File: src/rtl/arp_if.sv
// Arpeggiator scheduler bus: key/config inputs toward the scheduler, note-select outputs back.
interface arp_if #(
    parameter int unsigned DWELL_W = 20
);
    logic [11:0]        keys;
    logic [3:0]         octave_in;
    logic               enable;
    logic [DWELL_W-1:0] dwell;
    logic [3:0]         note;
    logic [3:0]         octave;
    logic               note_valid;
    logic               step;

    modport master (
        output keys, octave_in, enable, dwell,
        input  note, octave, note_valid, step
    );

    modport slave (
        input  keys, octave_in, enable, dwell,
        output note, octave, note_valid, step
    );
endinterface

File: src/rtl/arp_scheduler.sv
// Arpeggiator scheduler: time-shares one voice across all held keys in pitch order,
// with a per-note dwell time and optional silent gap between notes.
// Optional feature: define ARP_PINGPONG_EN for up/down (ping-pong) traversal;
// undefined gives up-only traversal with wrap.
module arp_scheduler #(
    parameter int unsigned DWELL_W    = 20,
    parameter int unsigned GAP_CYCLES = 0
) (
    input logic  clk,
    input logic  rst_n,
    arp_if.slave bus
);
    localparam int unsigned GAP_W    = (GAP_CYCLES > 1) ? $clog2(GAP_CYCLES) : 1;
    localparam int unsigned GAP_LAST = (GAP_CYCLES > 0) ? GAP_CYCLES - 1 : 0;
    localparam logic [3:0]  SILENT   = 4'hF;

    typedef enum logic [1:0] {IDLE, PLAY, GAP} state_t;

    state_t             state_q, state_d;
    logic [11:0]        key_q;
    logic [11:0]        held;
    logic [3:0]         cur_q, cur_d;
    logic [3:0]         note_q, note_d;
    logic [3:0]         octave_q, octave_d;
    logic               valid_q, valid_d;
    logic               step_q, step_d;
    logic [DWELL_W-1:0] dwell_q, dwell_d;
    logic [DWELL_W-1:0] cnt_q, cnt_d;
    logic [GAP_W-1:0]   gap_q, gap_d;
    logic [DWELL_W-1:0] dwell_eff;
    logic [3:0]         sel_note;
    logic [3:0]         start_note;
    logic               start;
    logic [4:0]         up_hit;
`ifdef ARP_PINGPONG_EN
    logic               dir_q, dir_d;
    logic               sel_dir;
    logic [4:0]         dn_hit;
`endif

    // Smallest held note strictly above cur; bit 4 flags a hit.
    function automatic logic [4:0] first_above(input logic [11:0] h, input logic [3:0] cur);
        logic [4:0] res;
        res = '0;
        for (int i = 11; i >= 0; i--) begin
            if (h[i] && (4'(i) > cur)) res = {1'b1, 4'(i)};
        end
        return res;
    endfunction

    // Largest held note strictly below cur; bit 4 flags a hit.
    function automatic logic [4:0] first_below(input logic [11:0] h, input logic [3:0] cur);
        logic [4:0] res;
        res = '0;
        for (int i = 0; i < 12; i++) begin
            if (h[i] && (4'(i) < cur)) res = {1'b1, 4'(i)};
        end
        return res;
    endfunction

    // Lowest held note number (0 if nothing held).
    function automatic logic [3:0] lowest_held(input logic [11:0] h);
        logic [3:0] res;
        res = '0;
        for (int i = 11; i >= 0; i--) begin
            if (h[i]) res = 4'(i);
        end
        return res;
    endfunction

    // Held-note mask indexed by note number (key bit 11 is note 0).
    always_comb begin
        held = '0;
        for (int n = 0; n < 12; n++) held[n] = key_q[11 - n];
    end

    assign dwell_eff = (bus.dwell == '0) ? DWELL_W'(1) : DWELL_W'(bus.dwell);

    // Next-note choice from the current note and the registered key set.
    always_comb begin
        up_hit = first_above(held, cur_q);
`ifdef ARP_PINGPONG_EN
        dn_hit  = first_below(held, cur_q);
        sel_dir = dir_q;
        sel_note = cur_q;
        if (!dir_q) begin
            if (up_hit[4]) begin
                sel_note = up_hit[3:0];
            end else if (dn_hit[4]) begin
                sel_note = dn_hit[3:0];
                sel_dir  = 1'b1;
            end
        end else begin
            if (dn_hit[4]) begin
                sel_note = dn_hit[3:0];
            end else if (up_hit[4]) begin
                sel_note = up_hit[3:0];
                sel_dir  = 1'b0;
            end
        end
`else
        sel_note = up_hit[4] ? up_hit[3:0] : lowest_held(held);
`endif
    end

    // Next-state and next-output logic.
    always_comb begin
        state_d    = state_q;
        cur_d      = cur_q;
        note_d     = note_q;
        octave_d   = octave_q;
        valid_d    = valid_q;
        step_d     = 1'b0;
        dwell_d    = dwell_q;
        cnt_d      = cnt_q;
        gap_d      = gap_q;
        start      = 1'b0;
        start_note = sel_note;
`ifdef ARP_PINGPONG_EN
        dir_d      = dir_q;
`endif
        case (state_q)
            IDLE: begin
                note_d  = SILENT;
                valid_d = 1'b0;
                cnt_d   = '0;
                gap_d   = '0;
                if (bus.enable && (key_q != '0)) begin
                    start      = 1'b1;
                    start_note = lowest_held(held);
`ifdef ARP_PINGPONG_EN
                    dir_d      = 1'b0;
`endif
                end
            end
            PLAY: begin
                if (!bus.enable || (key_q == '0)) begin
                    state_d = IDLE;
                    note_d  = SILENT;
                    valid_d = 1'b0;
                    cnt_d   = '0;
                end else if (cnt_q == dwell_q - 1'b1) begin
                    if (GAP_CYCLES > 0) begin
                        state_d = GAP;
                        note_d  = SILENT;
                        valid_d = 1'b0;
                        gap_d   = '0;
                    end else begin
                        start = 1'b1;
`ifdef ARP_PINGPONG_EN
                        dir_d = sel_dir;
`endif
                    end
                end else begin
                    cnt_d = cnt_q + 1'b1;
                end
            end
            GAP: begin
                if (!bus.enable || (key_q == '0)) begin
                    state_d = IDLE;
                    gap_d   = '0;
                end else if (gap_q == GAP_W'(GAP_LAST)) begin
                    start = 1'b1;
`ifdef ARP_PINGPONG_EN
                    dir_d = sel_dir;
`endif
                end else begin
                    gap_d = gap_q + 1'b1;
                end
            end
            default: begin
                state_d = IDLE;
                note_d  = SILENT;
                valid_d = 1'b0;
            end
        endcase
        if (start) begin
            state_d  = PLAY;
            cur_d    = start_note;
            note_d   = start_note;
            valid_d  = 1'b1;
            step_d   = 1'b1;
            octave_d = bus.octave_in & 4'h7;
            dwell_d  = dwell_eff;
            cnt_d    = '0;
        end
    end

    // State, key input stage and registered outputs; synchronous active-low reset.
    always_ff @(posedge clk) begin
        if (!rst_n) begin
            state_q  <= IDLE;
            key_q    <= '0;
            cur_q    <= '0;
            note_q   <= SILENT;
            octave_q <= '0;
            valid_q  <= 1'b0;
            step_q   <= 1'b0;
            dwell_q  <= '0;
            cnt_q    <= '0;
            gap_q    <= '0;
`ifdef ARP_PINGPONG_EN
            dir_q    <= 1'b0;
`endif
        end else begin
            state_q  <= state_d;
            key_q    <= bus.keys;
            cur_q    <= cur_d;
            note_q   <= note_d;
            octave_q <= octave_d;
            valid_q  <= valid_d;
            step_q   <= step_d;
            dwell_q  <= dwell_d;
            cnt_q    <= cnt_d;
            gap_q    <= gap_d;
`ifdef ARP_PINGPONG_EN
            dir_q    <= dir_d;
`endif
        end
    end

    assign bus.note       = note_q;
    assign bus.octave     = octave_q;
    assign bus.note_valid = valid_q;
    assign bus.step       = step_q;
endmodule

File: src/flat_wrapper.sv
// flat-port wrapper written by rule: the top's interface ports become plain ports
module arp_scheduler_flat 
#(
    parameter int unsigned DWELL_W    = 20,
    parameter int unsigned GAP_CYCLES = 0
)
  (clk, rst_n, bus_keys, bus_octave_in, bus_enable, bus_dwell, bus_note, bus_octave, bus_note_valid, bus_step);
  arp_if #(.DWELL_W(DWELL_W)) bus_i ();
  input logic clk;
  input logic rst_n;
  input wire logic [$bits(bus_i.keys)-1:0] bus_keys;
  input wire logic [$bits(bus_i.octave_in)-1:0] bus_octave_in;
  input wire logic [$bits(bus_i.enable)-1:0] bus_enable;
  input wire logic [$bits(bus_i.dwell)-1:0] bus_dwell;
  output wire logic [$bits(bus_i.note)-1:0] bus_note;
  output wire logic [$bits(bus_i.octave)-1:0] bus_octave;
  output wire logic [$bits(bus_i.note_valid)-1:0] bus_note_valid;
  output wire logic [$bits(bus_i.step)-1:0] bus_step;
  assign bus_i.keys = bus_keys;
  assign bus_i.octave_in = bus_octave_in;
  assign bus_i.enable = bus_enable;
  assign bus_i.dwell = bus_dwell;
  assign bus_note = bus_i.note;
  assign bus_octave = bus_i.octave;
  assign bus_note_valid = bus_i.note_valid;
  assign bus_step = bus_i.step;
  arp_scheduler #(.DWELL_W(DWELL_W), .GAP_CYCLES(GAP_CYCLES)) u_core (.clk(clk), .rst_n(rst_n), .bus(bus_i));
endmodule
File: config.mk
export PLATFORM = sky130hd
export DESIGN_NAME = arp_scheduler_flat
export DESIGN_NICKNAME = d
export VERILOG_FILES = /design/src/rtl/arp_if.sv /design/src/rtl/arp_scheduler.sv /design/src/flat_wrapper.sv
export SDC_FILE = /design/constraint.sdc
export NUM_CORES = 1
export LEC_CHECK = 0
export BUFFER_PORTS_ARGS = -buffer_cell sky130_fd_sc_hd__clkbuf_2
export CORE_MARGIN = 10
export CORE_UTILIZATION = 39
export CTS_BUF_LIST = sky130_fd_sc_hd__clkbuf_16
export DETAILED_ROUTE_END_ITERATION = 6
export GPL_TIMING_DRIVEN = 0
export PLACE_DENSITY_LB_ADDON = 0.15
export SYNTH_ARGS = -nofsm -noshare
export SYNTH_HDL_FRONTEND = slang
export SYNTH_SLANG_ARGS = --single-unit
File: constraint.sdc
create_clock -name clk -period 9.2 [get_ports clk]
set_clock_uncertainty 0.2 [all_clocks]
set_input_delay 0.46 -clock clk [delete_from_list [all_inputs] [get_ports clk]]
set_output_delay 0.46 -clock clk [all_outputs]
set_load 0.01 [all_outputs]
# Yosys cells after proc, flatten, opt, wreduce, memory -nomap -nowiden
# Index checks and enable logic that the tools add are counted.
[classes] eq_ne=9 n_lt_le_gt_ge=12 n_mux=50 n_div=0 n_reduce_logical=27 n_bitwise=2 mul=0 addsub=3 n_shift=0
[ops] op="$mux W4" n=17
[ops] op="$mux W20" n=3
[ops] op="$mux W5" n=12
[ops] op="$pmux W20 S2" n=1
[ops] op="$add A20 B1 Y20 const B" n=1
[ops] op="$eq A20 B20 Y1" n=1
[ops] op="$logic_not A20 Y1" n=1
[ops] op="$sub A20 B1 Y20 const B" n=1
[ops] op="$gt A3 B4 Y1 const A" n=4
[ops] op="$gt A4 B4 Y1 const A" n=4
[ops] op="$logic_and A1 B1 Y1" n=13
[ops] op="$logic_not A12 Y1" n=1
[ops] op="$reduce_bool A12 Y1" n=1
[ops] op="$mux W1" n=11
[ops] op="$gt A1 B4 Y1 const A" n=2
[ops] op="$gt A2 B4 Y1 const A" n=2
[ops] op="$pmux W4 S2" n=1
[ops] op="$reduce_and A2 Y1" n=4
[ops] op="$ne A2 B1 Y1 const B" n=3
[ops] op="$ne A3 B1 Y1 const B" n=2
[ops] op="$pmux W1 S2" n=2
[ops] op="$pmux W2 S2" n=1
[ops] op="$reduce_bool A2 Y1" n=2
[ops] op="$reduce_or A2 Y1" n=2
[ops] op="other kinds (10)" n=11
[word_totals] mem_bits_ro=0 mem_count=0 latch_bits=0 out_inout_bits=10 elab_cells=114 regBits=68 inputBits=39 mem_bits_rw=0

# Depth between registers and ports, before layout
# Gate-level depths: netlist of the first run.
[logic_depth] depth_word=18 mapped_depth=13 mapped_depth_nobuf=10

# Worst setup path after synthesis of the first run
# OpenSTA, ideal clock, no wires.
[synth_path] path_kind="reg2reg" from="reg u_core.dwell_q[0]" to="reg u_core.note_q[0] (netlist: u_core.bus.note[0])" slack_ps=5982 setup_time_ps=137 arrival_ps=2881 path_stages_with_launch=13 path_buffers=2 required_ps=8863 period_less_slack_ps=3218 path_cell_list="dfxtp_1 -> buf_2 -> inv_1 -> ha_1 -> or3b_4 -> or4_1 -> a21oi_1 -> nand4_1 -> or4_4 -> or2_1 -> buf_6 -> a211oi_1 -> a31oi_1"
[synth_between] elab_chain_cells=7 word_cells_on_any_way=9 classes_between="add/sub: 1; eq/ne: 3; mux: 4; reduce/logical: 1"
[synth_lines] element="from (decl)" line_no="arp_scheduler.sv:27" source="logic [DWELL_W-1:0] dwell_q, dwell_d;"
[synth_lines] element="from (signal assigned)" line_no="arp_scheduler.sv:213" source="dwell_q <= dwell_d;"
[synth_lines] element="$sub A20 B1 Y20 (*)" line_no="arp_scheduler.sv:142" source="end else if (cnt_q == dwell_q - 1'b1) begin"
[synth_lines] element="$eq A20 B20 Y1 (*)" line_no="arp_scheduler.sv:142"
[synth_lines] element="$mux W1 (*)" line_no="arp_scheduler.sv:142"
[synth_lines] element="$mux W1 (*)" line_no="arp_scheduler.sv:137" source="if (!bus.enable || (key_q == '0)) begin"
[synth_lines] element="$pmux W1 S3 (*)" line_no="arp_scheduler.sv:122" source="case (state_q)"
[synth_lines] element="$ne A3 B1 Y1 (no source line) / $ne A2 B1 Y1 (equally long branches)"
[synth_lines] element="$reduce_and A2 Y1 (no source line)"
[synth_lines] element="to (signal assigned)" line_no="arp_scheduler.sv:209" source="note_q <= note_d;"
[synth_lines] element="to (decl)" line_no="arp_scheduler.sv:23" source="logic [3:0] note_q, note_d;"
# Mark *: on every way between the ends. The rest lies on a longest branch, timed or not.
# A chain may end at the register's enable or synchronous reset.

# Worst setup path after layout of the first run
[layout_path] from="reg u_core.dwell_q[0]" to="reg u_core.dwell_q[4]"
[layout_between] elab_chain_cells=5
[layout_lines] element="$sub A20 B1 Y20" line_no="arp_scheduler.sv:142"
[layout_lines] element="$eq A20 B20 Y1" line_no="arp_scheduler.sv:142"
[layout_lines] element="$mux W1" line_no="arp_scheduler.sv:142"
[layout_lines] element="$mux W1" line_no="arp_scheduler.sv:137"
[layout_lines] element="$pmux W1 S3" line_no="arp_scheduler.sv:122"
# Every way passes these cells.

==> results by group, run 1 <==
Die
  • Die span in x: 119.0 um
  • Initial cell density of the core: 39.63%
  • Number of top-level design ports: 49
  • Die Outline Area: 0.01415 mm^2
  • Floorplan core area: 0.009639 mm^2
  • # rows: 36
  • Chip height: 119.0 um

Critical path
  • Worst reg2reg path depth: 11
  • Largest stage delay, worst path: 0.70 ns
  • Reg-to-reg startpoint: u_core.dwell_q[0]
  • Endpoint kind of the worst setup timing path: register
  • CP Data Arrival Time: 3.71 ns
  • Required time of the critical path: 9.20 ns
  • Critical path start-end classification: reg2reg
  • Slack of the worst reg-to-reg path: 5.49 ns
  • Ordered cell list for the critical path: buf_2 -> inv_1 -> ha_1 -> nor3b_1 -> o211ai_1 -> a311oi_1 -> nand4_1 -> or4_4 -> o22ai_2 -> clkbuf_1 -> o21ai_0
  • Maximum fanout encountered on the critical timing path: 10
  • Crit path max-delay cell type: sky130_fd_sc_hd__nor3b_1
  • Nature of the critical path startpoint: register
  • Destination of the worst register-to-register timing path: u_core.dwell_q[4]

CTS
  • Number of buffers inserted by post-CTS setup repair: 0
  • H-tree levels: 3
  • Maximum clock path buffer count: 2
  • CTS resizes: 0
  • Number of buffers inserted during clock tree synthesis: 9
  • Number of buffers inserted by hold repair at cts: 0
  • Clock latency on the worst-skew pair: 0.33 ns
  • Sinks on Clock Net: 66
  • Clock Pin Slew Worst Setup and Hold Paths: 0.05 ns
  • Cell chosen for the clock root: sky130_fd_sc_hd__clkbuf_16
  • CTS tree: done

Run status
  • Run status: completed

Timing
  • Hold violation total from the final report: 0
  • Number of pins exceeding their max-slew limit in the final report: 0
  • Setup-failing EPs final: 0
  • Worst max-slew margin expressed relative to the limit: 45.11%
  • Final Worst Setup Slack: 5.489 ns
  • Setup TNS after final layout: 0 ns
  • Share of the clock period used by the worst path after layout: 40.34%
  • Setup repair after global routing missed its margin: no
  • Highest clock rate: 269.5 MHz
  • Transition at the pin with the smallest max-transition slack: 0.8216 ns
  • Minimum clock period: 3.711 ns

Route
  • Detailed-routing iteration count for the pre-antenna-repair pass: 5
  • Wirelength, routed: 10.13 mm
  • Met3 Routed Length: 463 um
  • Routed wirelength normalized by instance count: 15.18 um
  • DRC: 0
  • Total length of routed met2 wires: 4.477 mm
  • Highest metal layer used by the detailed router: met4
  • Wire length on met1: 5.028 mm
  • Routed via count divided by cell count: 5.433
  • ANT nets after route: 0
  • First-iteration detailed-routing DRC count: 164
  • Count of vias placed by the detailed router: 3,624

Power and ir drop
  • PD cells: 171.9 mW/mm^2
  • VDD IR-drop max: 0.09627 mV
  • Leakage power: 1.619 nW

Synth
  • Number of distinct library cells after synthesis: 67
  • Main flop type after synthesis: sky130_fd_sc_hd__dfxtp_1
  • Post-synthesis share of cell area spent on full adders, half adders and majority gates: 0.6551%
  • Number of enable flip-flop cells after synthesis: 0
  • Xor/xnor share of the synthesized area: 8.385%
  • Sequential element share of the synthesized area: 34.59%
  • Cells after synthesis: 473
  • Post-synthesis register bit count: 66
  • Post-Syn Area: 0.003820 mm^2
  • Post-Synthesis Net Count: 514
  • Area fraction in and, or, nand and nor cells after synthesis: 30.85%
  • Async set or reset register ratio after synthesis: 0%
  • Ys Warns: 0
  • Dominant combinational cell family by area after synthesis: simple AND/OR/NAND/NOR gates
  • Post-synthesis mux area share: 1.867%
  • Synthesized area divided by synthesized cell count: 8.076 um^2
  • Compound-cell area share of the yosys netlist: 17.82%

Hold path
  • Number of stages on the worst hold path: 2
  • Hold Startpoint: bus_keys[7]
  • Hold WC Path Type: in2reg
  • Endpoint of the worst hold-timing path: u_core.key_q[7]

Global route
  • Number of global-route vias before repair: 3,499
  • Initial antenna violation count: 0
  • Global-route congestion overflow total: 0
  • Global-route total usage across every layer: 14.42%
  • Wire length of the first global-routing pass: 17.03 mm
  • Maximum number of pins on one net before global-route repair: 12

Finish
  • Most used cells in the layout excluding fill and tap cells: sky130_fd_sc_hd__dfxtp_1 (66), sky130_fd_sc_hd__clkbuf_2 (45), sky130_fd_sc_hd__nand2_1 (41)
  • Final instance area: 0.004498 mm^2
  • Fin nets: 570
  • Share of final-layout standard cells stronger than drive strength 1: 15.36%
  • Fill cell instance count of the final layout: 1,009
  • Final std cells w/o fill: 667
  • Layout-stage area growth over the synthesis result: 17.75%
  • Number of antenna cells inserted: 0
  • Most frequent standard cell in the layout excluding fill and tap cells: sky130_fd_sc_hd__dfxtp_1

Place
  • Number of cells in the design after placement: 651
  • Buffers on Ports: 45
  • Weighted congestion at the end of routability-driven global placement: 0.8896
  • Pre-CTS setup slack: 5.477 ns
  • Total half-perimeter wirelength after legalization and detailed placement: 7.872 mm
  • Placed inst area: 0.004212 mm^2

Flow run
  • Max-cap violations: 0
[where the power goes]
group,internal [mW],leakage [nW],switching [mW]
Combinational,0.0565,0.940,0.0750
Sequential,0.299,0.541,0.0140
Clock,0.206,0.138,0.122
Total,0.562,1.62,0.211
[worst max-delay path, delay by kind of cell, from the launching register on]
family          cells  cell delay (ns)
compound gates      4             0.92
fa+ha+maj           1             0.23
buf+inv             3             0.62
flops               1             0.29
simple gates        3             1.32
[layout make-up]
cell class / instances / area [um^2] / area share, %
Sequential cell: 66 / 1321 / 29.37
Multi-Input combinational cell: 362 / 2280 / 50.68
Buffer: 30 / 162.7 / 3.616
Clock inverter: 7 / 61.31 / 1.363
Timing Repair Buffer: 45 / 225.2 / 5.007
Clock buffer: 9 / 225.2 / 5.007
Tap cell: 133 / 166.4 / 3.700
Inverter: 15 / 56.30 / 1.252
[layer usage]
metal  vias up  global-route usage (%)
met1      1678                   19.17
met2        84                   22.04
li1       1847                       -
met3        15                   3.354
met4         0                   5.802
met5         -                       0
[worst max path at each step]
| stage | end | slack, ns | startpoint |
|---|---|---|---|
| after floorplan | u_core.bus.note[0] | 5.98 | u_core.dwell_q[0] |
| after global placement | u_core.dwell_q[4] | 5.53 | u_core.dwell_q[0] |
| after detailed placement | u_core.bus.octave[2] | 5.48 | u_core.dwell_q[0] |
| after CTS | u_core.bus.octave[2] | 5.46 | u_core.dwell_q[0] |
| after global routing | u_core.bus.octave[2] | 5.28 | u_core.dwell_q[0] |
| final | u_core.dwell_q[4] | 5.49 | u_core.dwell_q[0] |
[cell usage after synthesis, drive strengths merged, types with 16 or more instances]
cell type	n	area, um^2
dfxtp	66	1321
nand2	41	153.9
nand3	34	182.7
nor2	32	120.1
o21ai	32	160.2
a21oi	19	95.09
clkbuf	19	71.32
xnor2	19	166.4
nand4	16	100.1
nor4	16	115.1
[logic make-up after synthesis]
logic type,count (synthesis)
AOI/OAI and AO/OA,104
xor gates and xnor gates,35
adders and majority gates,2
buffers and inverters,45
DFF,66
muxes,7
other,1
and+or+nand+nor,213
[state kept, by name, summed over array words and instances, names as in the netlist]
register               count
u_core.bus.note            4
u_core.bus.note_valid      1
u_core.bus.octave          3
u_core.bus.step            1
u_core.cnt_q              20
u_core.cur_q               4
u_core.dwell_q            20
u_core.key_q              12
u_core.state_q             1
[per-stage QoR]
stage          hold slack [ns]  total power, mW  util (%)
2_1_floorplan           0.2486           0.4119         -
3_3_place_gp            0.2518           0.4488     43.69
3_5_place_dp            0.2537           0.4502     43.69
4_1_cts                 0.1226           0.7789     46.66
5_1_grt                 0.1277           0.8128     46.66
6_report                0.1335           0.7732     46.66
Note: power is estimated with default switching activity, not from simulation.
==> run 2: changes to the inputs <==
- ABC_AREA: default -> 1
- clock period: 9.2 -> 3.4 ns (I/O delays scaled with it)
==> run 2 against run 1 <==
  * Power increased to 2.8 times the previous value
  * Critical path depth rose by 8
  * Setup slack got worse by 4.9 ns
  * Global-route usage is 0.74 points higher
  * Highest routed layer unchanged
  * Combinational power increased to 3.0 times the previous value
  * Register-to-register slack got worse by 4.9 ns
  * Largest cell class unchanged
  * First-iteration DRC count rose by 19%
  * Die area is 0.40% lower
  * Hold slack lost 0.097 ns
  * Flip-flop and latch count is the same
  * Sequential power increased to 2.7 times the previous value
  * Wire length increased by 1.3%
==> results by group, run 2 <==
CTS
  • Maximum clock path buffer count: 2 (unchanged)
  • Cell chosen for the clock root: sky130_fd_sc_hd__clkbuf_16
  • Number of buffers inserted during clock tree synthesis: 9 (unchanged)
  • Sinks on Clock Net: 66 (unchanged)
  • CTS tree: done
  • H-tree levels: 3 (unchanged)
  • Clock Pin Slew Worst Setup and Hold Paths: 0.06 ns (about the same)
  • Clock latency on the worst-skew pair: 0.33 ns (about the same)

Synth
  • Post-synthesis register bit count: 66 (unchanged)
  • Post-Synthesis Net Count: 635 (+24%)
  • Sequential element share of the synthesized area: 34.76% (+0.17 points)
  • Async set or reset register ratio after synthesis: 0% (unchanged)
  • Cells after synthesis: 594 (+26%)
  • Post-Syn Area: 0.003801 mm^2 (-0.49%)
  • Number of enable flip-flop cells after synthesis: 0 (unchanged)
  • Cell types with the highest counts after synthesis: sky130_fd_sc_hd__nand2_1 (197), sky130_fd_sc_hd__nor2_1 (74), sky130_fd_sc_hd__inv_1 (71), sky130_fd_sc_hd__dfxtp_1 (66), sky130_fd_sc_hd__nand3_1 (49)
  • Synthesized area divided by synthesized cell count: 6.399 um^2 (-21%)
  • Main flop type after synthesis: sky130_fd_sc_hd__dfxtp_1
  • Number of distinct library cells after synthesis: 41 (-39%)
  • Ys Warns: 0 (unchanged)
  • Most frequent cell after synthesis: sky130_fd_sc_hd__nand2_1
  • Proportion of netlist area held by the largest area contributor: 34.76% (+0.17 points)
  • Top cells by area, synth: sky130_fd_sc_hd__dfxtp_1 (35%), sky130_fd_sc_hd__nand2_1 (19%), sky130_fd_sc_hd__nor2_1 (7.3%), sky130_fd_sc_hd__inv_1 (7.0%), sky130_fd_sc_hd__nand3_1 (6.5%)
  • Cell accounting for the most synthesized area: sky130_fd_sc_hd__dfxtp_1

Critical path
  • Required time of the critical path: 3.42 ns (-5.78 ns)
  • Ordered cell list for the critical path: inv_1 -> ha_1 -> nand2_1 -> nor2_2 -> nand2_1 -> nor2_2 -> nand2_1 -> nand2_1 -> nand2_1 -> inv_2 -> nand3_1 -> nor2_2 -> nand2_4 -> buf_6 -> nand3_4 -> inv_2 -> buf_6 -> nand2_1 -> nor2_1
  • Endpoint kind of the worst setup timing path: register
  • Nature of the critical path startpoint: register
  • CP top delay family: simple AND/OR/NAND/NOR gates
  • Crit path max-delay cell type: sky130_fd_sc_hd__dfxtp_1
  • Most frequent cell on the critical path: sky130_fd_sc_hd__nand2_1
  • Critical path start-end classification: reg2reg
  • Buffers plus inverters on the worst setup path: 5 (+2)
  • CP Data Arrival Time: 2.80 ns (-0.91 ns)
  • Largest stage delay, worst path: 0.32 ns (-0.38 ns)
  • Maximum fanout encountered on the critical timing path: 10 (unchanged)

Finish
  • Most used cells in the layout excluding fill and tap cells: sky130_fd_sc_hd__nand2_1 (197), sky130_fd_sc_hd__nor2_1 (74), sky130_fd_sc_hd__inv_1 (71)
  • Layout-stage area growth over the synthesis result: 27.02%
  • Share of final-layout standard cells stronger than drive strength 1: 15.22% (-0.14 points)
  • Final instance area: 0.004828 mm^2 (+7.3%)
  • Number of antenna cells inserted: 0 (unchanged)
  • Final core utilization: 51.52% (+4.9 points)
  • Fin nets: 726 (+27%)
  • Most frequent standard cell in the layout excluding fill and tap cells: sky130_fd_sc_hd__nand2_1
  • Biggest regs: u_core.cnt_q: 20 flops, u_core.dwell_q: 20 flops, u_core.key_q: 12 flops

Power and ir drop
  • PD cells: 447.7 mW/mm^2 (+160%)
  • VDD IR-drop max: 0.1943 mV (+100%)
  • Final Power: 2.162 mW (+180%)
  • Leakage power: 2.336 nW (+44%)

Route
  • Detailed-routing iteration count for the pre-antenna-repair pass: 5 (unchanged)
  • Total length of routed met2 wires: 4.939 mm (+10%)
  • Routed via count divided by cell count: 4.692 (-14%)
  • Wire length on met1: 4.817 mm (-4.2%)
  • Routed wirelength normalized by instance count: 12.53 um (-17%)
  • ANT nets after route: 0 (unchanged)
  • Met3 Routed Length: 417 um (-9.9%)
  • DRC: 0 (unchanged)
  • Count of vias placed by the detailed router: 3,843 (+6.0%)
  • First-iteration detailed-routing DRC count: 195 (+19%)
  • Wirelength, routed: 10.26 mm (+1.3%)
  • Highest metal layer used by the detailed router: met4

Place
  • Weighted congestion at the end of routability-driven global placement: 0.8744 (-1.7%)
  • Buffers on Ports: 46 (+2.2%)
  • Total half-perimeter wirelength after legalization and detailed placement: 7.916 mm (+0.56%)
  • Placed inst area: 0.004193 mm^2 (-0.45%)

Global route
  • Number of global-route vias before repair: 3,876 (+11%)
  • Maximum number of pins on one net before global-route repair: 13 (+1)
  • Initial antenna violation count: 0 (unchanged)
  • Global-route total usage across every layer: 15.16% (+0.74 points)
  • Global-route congestion overflow total: 0 (unchanged)
  • Wire length of the first global-routing pass: 17.87 mm (+4.9%)

Timing
  • Setup TNS after final layout: 0 ns (unchanged)
  • Setup repair after global routing missed its margin: no
  • Setup-failing EPs final: 0 (unchanged)
  • Highest clock rate: 360.2 MHz (+34%)
  • Number of pins exceeding their max-slew limit in the final report: 0 (unchanged)
  • Worst max-slew margin expressed relative to the limit: 60.68% (+16 points)
  • Transition at the pin with the smallest max-transition slack: 0.5898 ns (-0.2319 ns)
  • Minimum clock period: 2.776 ns (-0.9348 ns)
  • Share of the clock period used by the worst path after layout: 81.65% (+41 points)
  • Hold violation total from the final report: 0 (unchanged)

Die
  • Chip height: 118.7 um (-0.20%)
  • # rows: 35 (-2.8%)
  • Initial cell density of the core: 40.56% (+0.93 points)
  • Number of top-level design ports: 49 (unchanged)
  • Die Outline Area: 0.01410 mm^2 (-0.40%)
  • Floorplan core area: 0.009371 mm^2 (-2.8%)
  • Die span in x: 118.7 um (-0.20%)

Hold path
  • Hold WC Path Type: in2reg

Flow run
  • Max-cap violations: 0 (unchanged)

Run status
  • Run status: completed
[run 2: changes by cell type in the layout (fill, tap and decap cells not counted), sizes merged, moves of 14 or more]
cell         before  now
and2             14    0
dlygate4sd3       0   34
inv              16   78
nand2            41  204
nand3            34   51
clkbuf           73   56
nor2             32   85
[run 2: worst paths after layout]
| check | start | endpoint | slack [ns] | depth (start not counted) |
|---|---|---|---|---|
| setup / recovery | u_core.dwell_q[0] | u_core.cnt_q[2] | 0.62 | 19 |
| hold / removal | rst_n | u_core.dwell_q[6] | 0.04 | 5 |
| setup reg to reg | u_core.dwell_q[0] | u_core.cnt_q[2] | 0.62 | 19 |
| hold reg to reg | u_core.bus.octave[1] | u_core.bus.octave[1] | 0.25 | 2 |
[run 2: routing by layer]
layer	global-route usage [%]	vias to the layer above
met5	0	-
met4	3.664	0
li1	-	2060
met2	25.90	58
met1	18.41	1715
met3	4.093	10
[run 2: worst reg2reg max path: cells and delay by family, from the launching register on]
| family | cells | cell delay (ns) |
|---|---|---|
| adder cells (fa/ha/maj) | 1 | 0.22 |
| flip-flops | 1 | 0.32 |
| buffers and inverters | 5 | 0.55 |
| AND/OR/NAND/NOR | 13 | 1.37 |
[run 2: area by class of cell]
cell class | instances | area, um^2
Buffer | 11 | 88.84
Clock buffer | 9 | 225.2
Clock inverter | 7 | 70.07
Fill cell | 963 | 4543
Inverter | 79 | 296.5
Multi-Input combinational cell | 438 | 2095
Sequential cell | 66 | 1321
Tap cell | 129 | 161.4
Timing Repair Buffer | 80 | 570.5
[run 2: cell families after synthesis]
logic type / Yosys count / share of synthesized area (%)
buffers and inverters: 90 / 10.14
AOI/OAI and AO/OA: 50 / 7.900
xor gates and xnor gates: 16 / 3.687
other: 1 / 0.09865
and+or+nand+nor: 369 / 42.76
DFF: 66 / 34.76
adders and majority gates: 2 / 0.6582
[run 2: per-stage QoR]
step           setup WS (ns)  hold WS (ns)  instances
4_1_cts               0.6176       0.02915        819
2_1_floorplan          1.062       0.06763        594
6_report              0.6238       0.03684        819
3_3_place_gp          0.6144        0.1502        769
3_5_place_dp          0.6287        0.1540        769
5_1_grt               0.3469       0.05728        819
[run 2: report_power, final]
group / switching [mW] / internal [mW]
clock: 0.351 / 0.564
combinational: 0.237 / 0.162
sequential: 0.0364 / 0.811
[run 2: timing repair]
item / in CTS / in global routing
buffers inserted: 0 / 0
hold buffers: 34 / 0
resized for setup: 0 / 0
hold endpoints to repair: 34 / 0
==> run 3: changes to the inputs <==
- clock period: 3.4 -> 2.4 ns (I/O delays scaled with it)
==> run 3 against run 2 <==
  * Global-route usage grew 0.58 points
  * Critical endpoint is now u_core.cnt_q[7]
  * Utilization rose by 6.1 points
  * First-iteration DRC count shrank 12%
  * Critical path depth did not move
  * Count of clock-buffer cells in the layout did not move
  * Cell count increased by 2.8%
  * Combinational power grew 74%
  * The flow now finishes with violations (setup timing)
  * Non-clock buffer count grew 22
==> results by group, run 3 (synthesized netlist as in run 2, its figures left out) <==
CTS
  • Sinks on Clock Net: 66 (unchanged)
  • Cell chosen for the clock root: sky130_fd_sc_hd__clkbuf_16
  • CTS tree: done
  • Clock Pin Slew Worst Setup and Hold Paths: 0.06 ns (about the same)
  • Maximum clock path buffer count: 2 (unchanged)
  • H-tree levels: 3 (unchanged)
  • Clock latency on the worst-skew pair: 0.33 ns (about the same)
  • Number of buffers inserted during clock tree synthesis: 9 (unchanged)

Die
  • Number of top-level design ports: 49 (unchanged)
  • Die span in x: 118.7 um (unchanged)
  • # rows: 35 (unchanged)
  • Floorplan core area: 0.009371 mm^2 (unchanged)
  • Initial cell density of the core: 40.56% (unchanged)
  • Die Outline Area: 0.01410 mm^2 (unchanged)
  • Chip height: 118.7 um (unchanged)

Place
  • Buffers on Ports: 46 (unchanged)
  • Weighted congestion at the end of routability-driven global placement: 0.8744 (unchanged)
  • Total half-perimeter wirelength after legalization and detailed placement: 7.916 mm (unchanged)
  • Pre-CTS setup slack: -0.3713 ns (-1.000 ns)

Critical path
  • Maximum fanout encountered on the critical timing path: 7 (-3)
  • Nature of the critical path startpoint: register
  • Crit path max-delay cell type: sky130_fd_sc_hd__dfxtp_2
  • Buffers plus inverters on the worst setup path: 5 (unchanged)
  • Endpoint kind of the worst setup timing path: register
  • CP top delay family: simple AND/OR/NAND/NOR gates
  • Critical path start-end classification: reg2reg
  • Destination of the worst register-to-register timing path: u_core.cnt_q[7]
  • Largest stage delay, worst path: 0.33 ns (about the same)
  • Worst reg2reg path depth: 19 (unchanged)
  • Ordered cell list for the critical path: inv_4 -> ha_4 -> nand2_4 -> nor2_4 -> nand2_2 -> nor2_4 -> nand2_1 -> nand2_1 -> nand2_1 -> inv_2 -> nand3_4 -> nor2_4 -> nand2_4 -> buf_8 -> nand3_4 -> inv_6 -> clkbuf_16 -> nand2_2 -> nor2_1
  • Reg-to-reg startpoint: u_core.dwell_q[0]
  • Levels on crit path: 19 (unchanged)
  • Crit. Startpoint: u_core.dwell_q[0]
  • Slack of the worst reg-to-reg path: -0.04 ns (-0.67 ns)
  • Required time of the critical path: 2.43 ns (-0.99 ns)
  • Critical Path End: u_core.cnt_q[7]
  • CP Data Arrival Time: 2.47 ns (-0.33 ns)

Global route
  • Number of global-route vias before repair: 3,967 (+2.3%)
  • Global-route congestion overflow total: 0 (unchanged)
  • Wire length of the first global-routing pass: 18.46 mm (+3.3%)
  • Initial antenna violation count: 0 (unchanged)
  • Maximum number of pins on one net before global-route repair: 13 (unchanged)
  • Global-route total usage across every layer: 15.74% (+0.58 points)

Finish
  • Layout-stage area growth over the synthesis result: 42.17%
  • Most frequent standard cell in the layout excluding fill and tap cells: sky130_fd_sc_hd__nand2_1
  • Share of final-layout standard cells stronger than drive strength 1: 27.49% (+12 points)
  • Fin nets: 749 (+3.2%)
  • Most used cells in the layout excluding fill and tap cells: sky130_fd_sc_hd__nand2_1 (169), sky130_fd_sc_hd__inv_1 (69), sky130_fd_sc_hd__nor2_1 (65)
  • Biggest regs: u_core.cnt_q: 20 flops, u_core.dwell_q: 20 flops, u_core.key_q: 12 flops
  • Fill cell instance count of the final layout: 927 (-3.7%)
  • Number of antenna cells inserted: 0 (unchanged)

Route
  • Routed wirelength normalized by instance count: 13.35 um (+6.6%)
  • Routed via count divided by cell count: 4.757 (+1.4%)
  • Detailed-routing iteration count for the pre-antenna-repair pass: 5 (unchanged)
  • First-iteration detailed-routing DRC count: 171 (-12%)
  • DRC: 0 (unchanged)
  • ANT nets after route: 0 (unchanged)
  • Count of vias placed by the detailed router: 4,005 (+4.2%)
  • Wirelength, routed: 11.24 mm (+9.5%)

Timing
  • Worst max-slew margin expressed relative to the limit: 52.17% (-8.5 points)
  • Setup-failing EPs final: 32 (+32)
  • Highest clock rate: 409.6 MHz (+14%)
  • Setup repair after global routing missed its margin: yes
  • Share of the clock period used by the worst path after layout: 101.7% (+20 points)
  • Number of pins exceeding their max-slew limit in the final report: 0 (unchanged)
  • Final Worst Setup Slack: -0.04161 ns (-0.6654 ns)
  • Worst hold margin: 0.02317 ns (-0.01367 ns)
  • Transition at the pin with the smallest max-transition slack: 0.7148 ns (+0.1251 ns)
  • Hold violation total from the final report: 0 (unchanged)
  • Minimum clock period: 2.442 ns (-0.3346 ns)

Power and ir drop
  • Final Power: 3.199 mW (+48%)
  • Leakage power: 2.560 nW (+9.6%)
  • VDD IR-drop max: 0.2828 mV (+46%)
  • PD cells: 592.0 mW/mm^2 (+32%)

Hold path
  • Hold Startpoint: bus_dwell[0]
  • Hold WC Path Type: in2reg

Run status
  • Violations in the final reports: setup timing
  • Run status: finished, violations left

Flow run
  • Max-cap violations: 0 (unchanged)
[run 3: changes by cell type in the layout (fill, tap and decap cells not counted), moves of 6 or more]
cell / delta
sky130_fd_sc_hd__a21oi_1: -7
sky130_fd_sc_hd__a21oi_2: +6
sky130_fd_sc_hd__buf_4: +11
sky130_fd_sc_hd__buf_6: +6
sky130_fd_sc_hd__dfxtp_1: -8
sky130_fd_sc_hd__dfxtp_2: +8
sky130_fd_sc_hd__nand2_1: -28
sky130_fd_sc_hd__nand2_2: +22
sky130_fd_sc_hd__nand2_4: +6
sky130_fd_sc_hd__nand3_1: -8
sky130_fd_sc_hd__nand3_2: +6
sky130_fd_sc_hd__nor2_1: -9
[run 3: tightest hold or removal path, stage by stage]
cell                       delay, ns
sky130_fd_sc_hd__clkbuf_2       0.11
sky130_fd_sc_hd__o21bai_1       0.14
sky130_fd_sc_hd__nand2_2        0.06
sky130_fd_sc_hd__o21ai_1        0.09
[run 3: worst min-delay path by stage]
stage                     slack [ns]                end  depth (start not counted)
after floorplan                 0.02    u_core.key_q[0]                          2
after CTS                      0.008  u_core.dwell_q[0]                          4
after global placement          0.10    u_core.key_q[8]                          3
final                           0.02  u_core.dwell_q[0]                          4
after global routing            0.03  u_core.dwell_q[0]                          4
after detailed placement        0.10    u_core.key_q[6]                          3
[run 3: layer usage]
layer  share of wire, %  track usage (%)  vias up
li1                   -                -     2105
met3                3.7            4.141       12
met2                 50            27.07       61
met4               0.91            3.664        0
met5                  0                0        -
met1                 46            19.08     1827
[run 3: report_power, final]
part / switching, mW / internal (mW)
Clock: 0.501 / 0.799
Sequential: 0.0558 / 1.15
Combinational: 0.393 / 0.299
[run 3: final cells by class]
class / instances / area [um^2] / share of cell area [%]
timing repair buffer: 102 / 802.0 / 14.84
inverter: 79 / 304.0 / 5.626
sequential: 66 / 1331 / 24.64
multi-input combinational: 439 / 2397 / 44.36
buffer: 11 / 112.6 / 2.084
tap: 129 / 161.4 / 2.987
clock buffer: 9 / 225.2 / 4.168
clock inverter: 7 / 70.07 / 1.297
[run 3: per-stage QoR]
step / cells / instance area (um^2) / setup TNS [ns] / utilization, %
floorplan: 594 / 3801 / 0 / -
global placement: 769 / 4193 / -14.86 / 44.74
detailed placement: 769 / 4193 / -14.64 / 44.74
CTS: 837 / 5081 / -0.02075 / 54.22
global route: 842 / 5404 / -11.01 / 57.66
finish: 842 / 5404 / -0.4845 / 57.66
[run 3: what timing repair did]
item / 4_1_cts / 5_1_grt
hold buffers: 35 / 0
endpoints found under the hold margin: 35 / 0
gates resized for setup: 34 / 75
endpoints found under the setup margin: 52 / 53
gates cloned: 5 / 1
pin swaps: 13 / 28
buffers inserted: 12 / 4
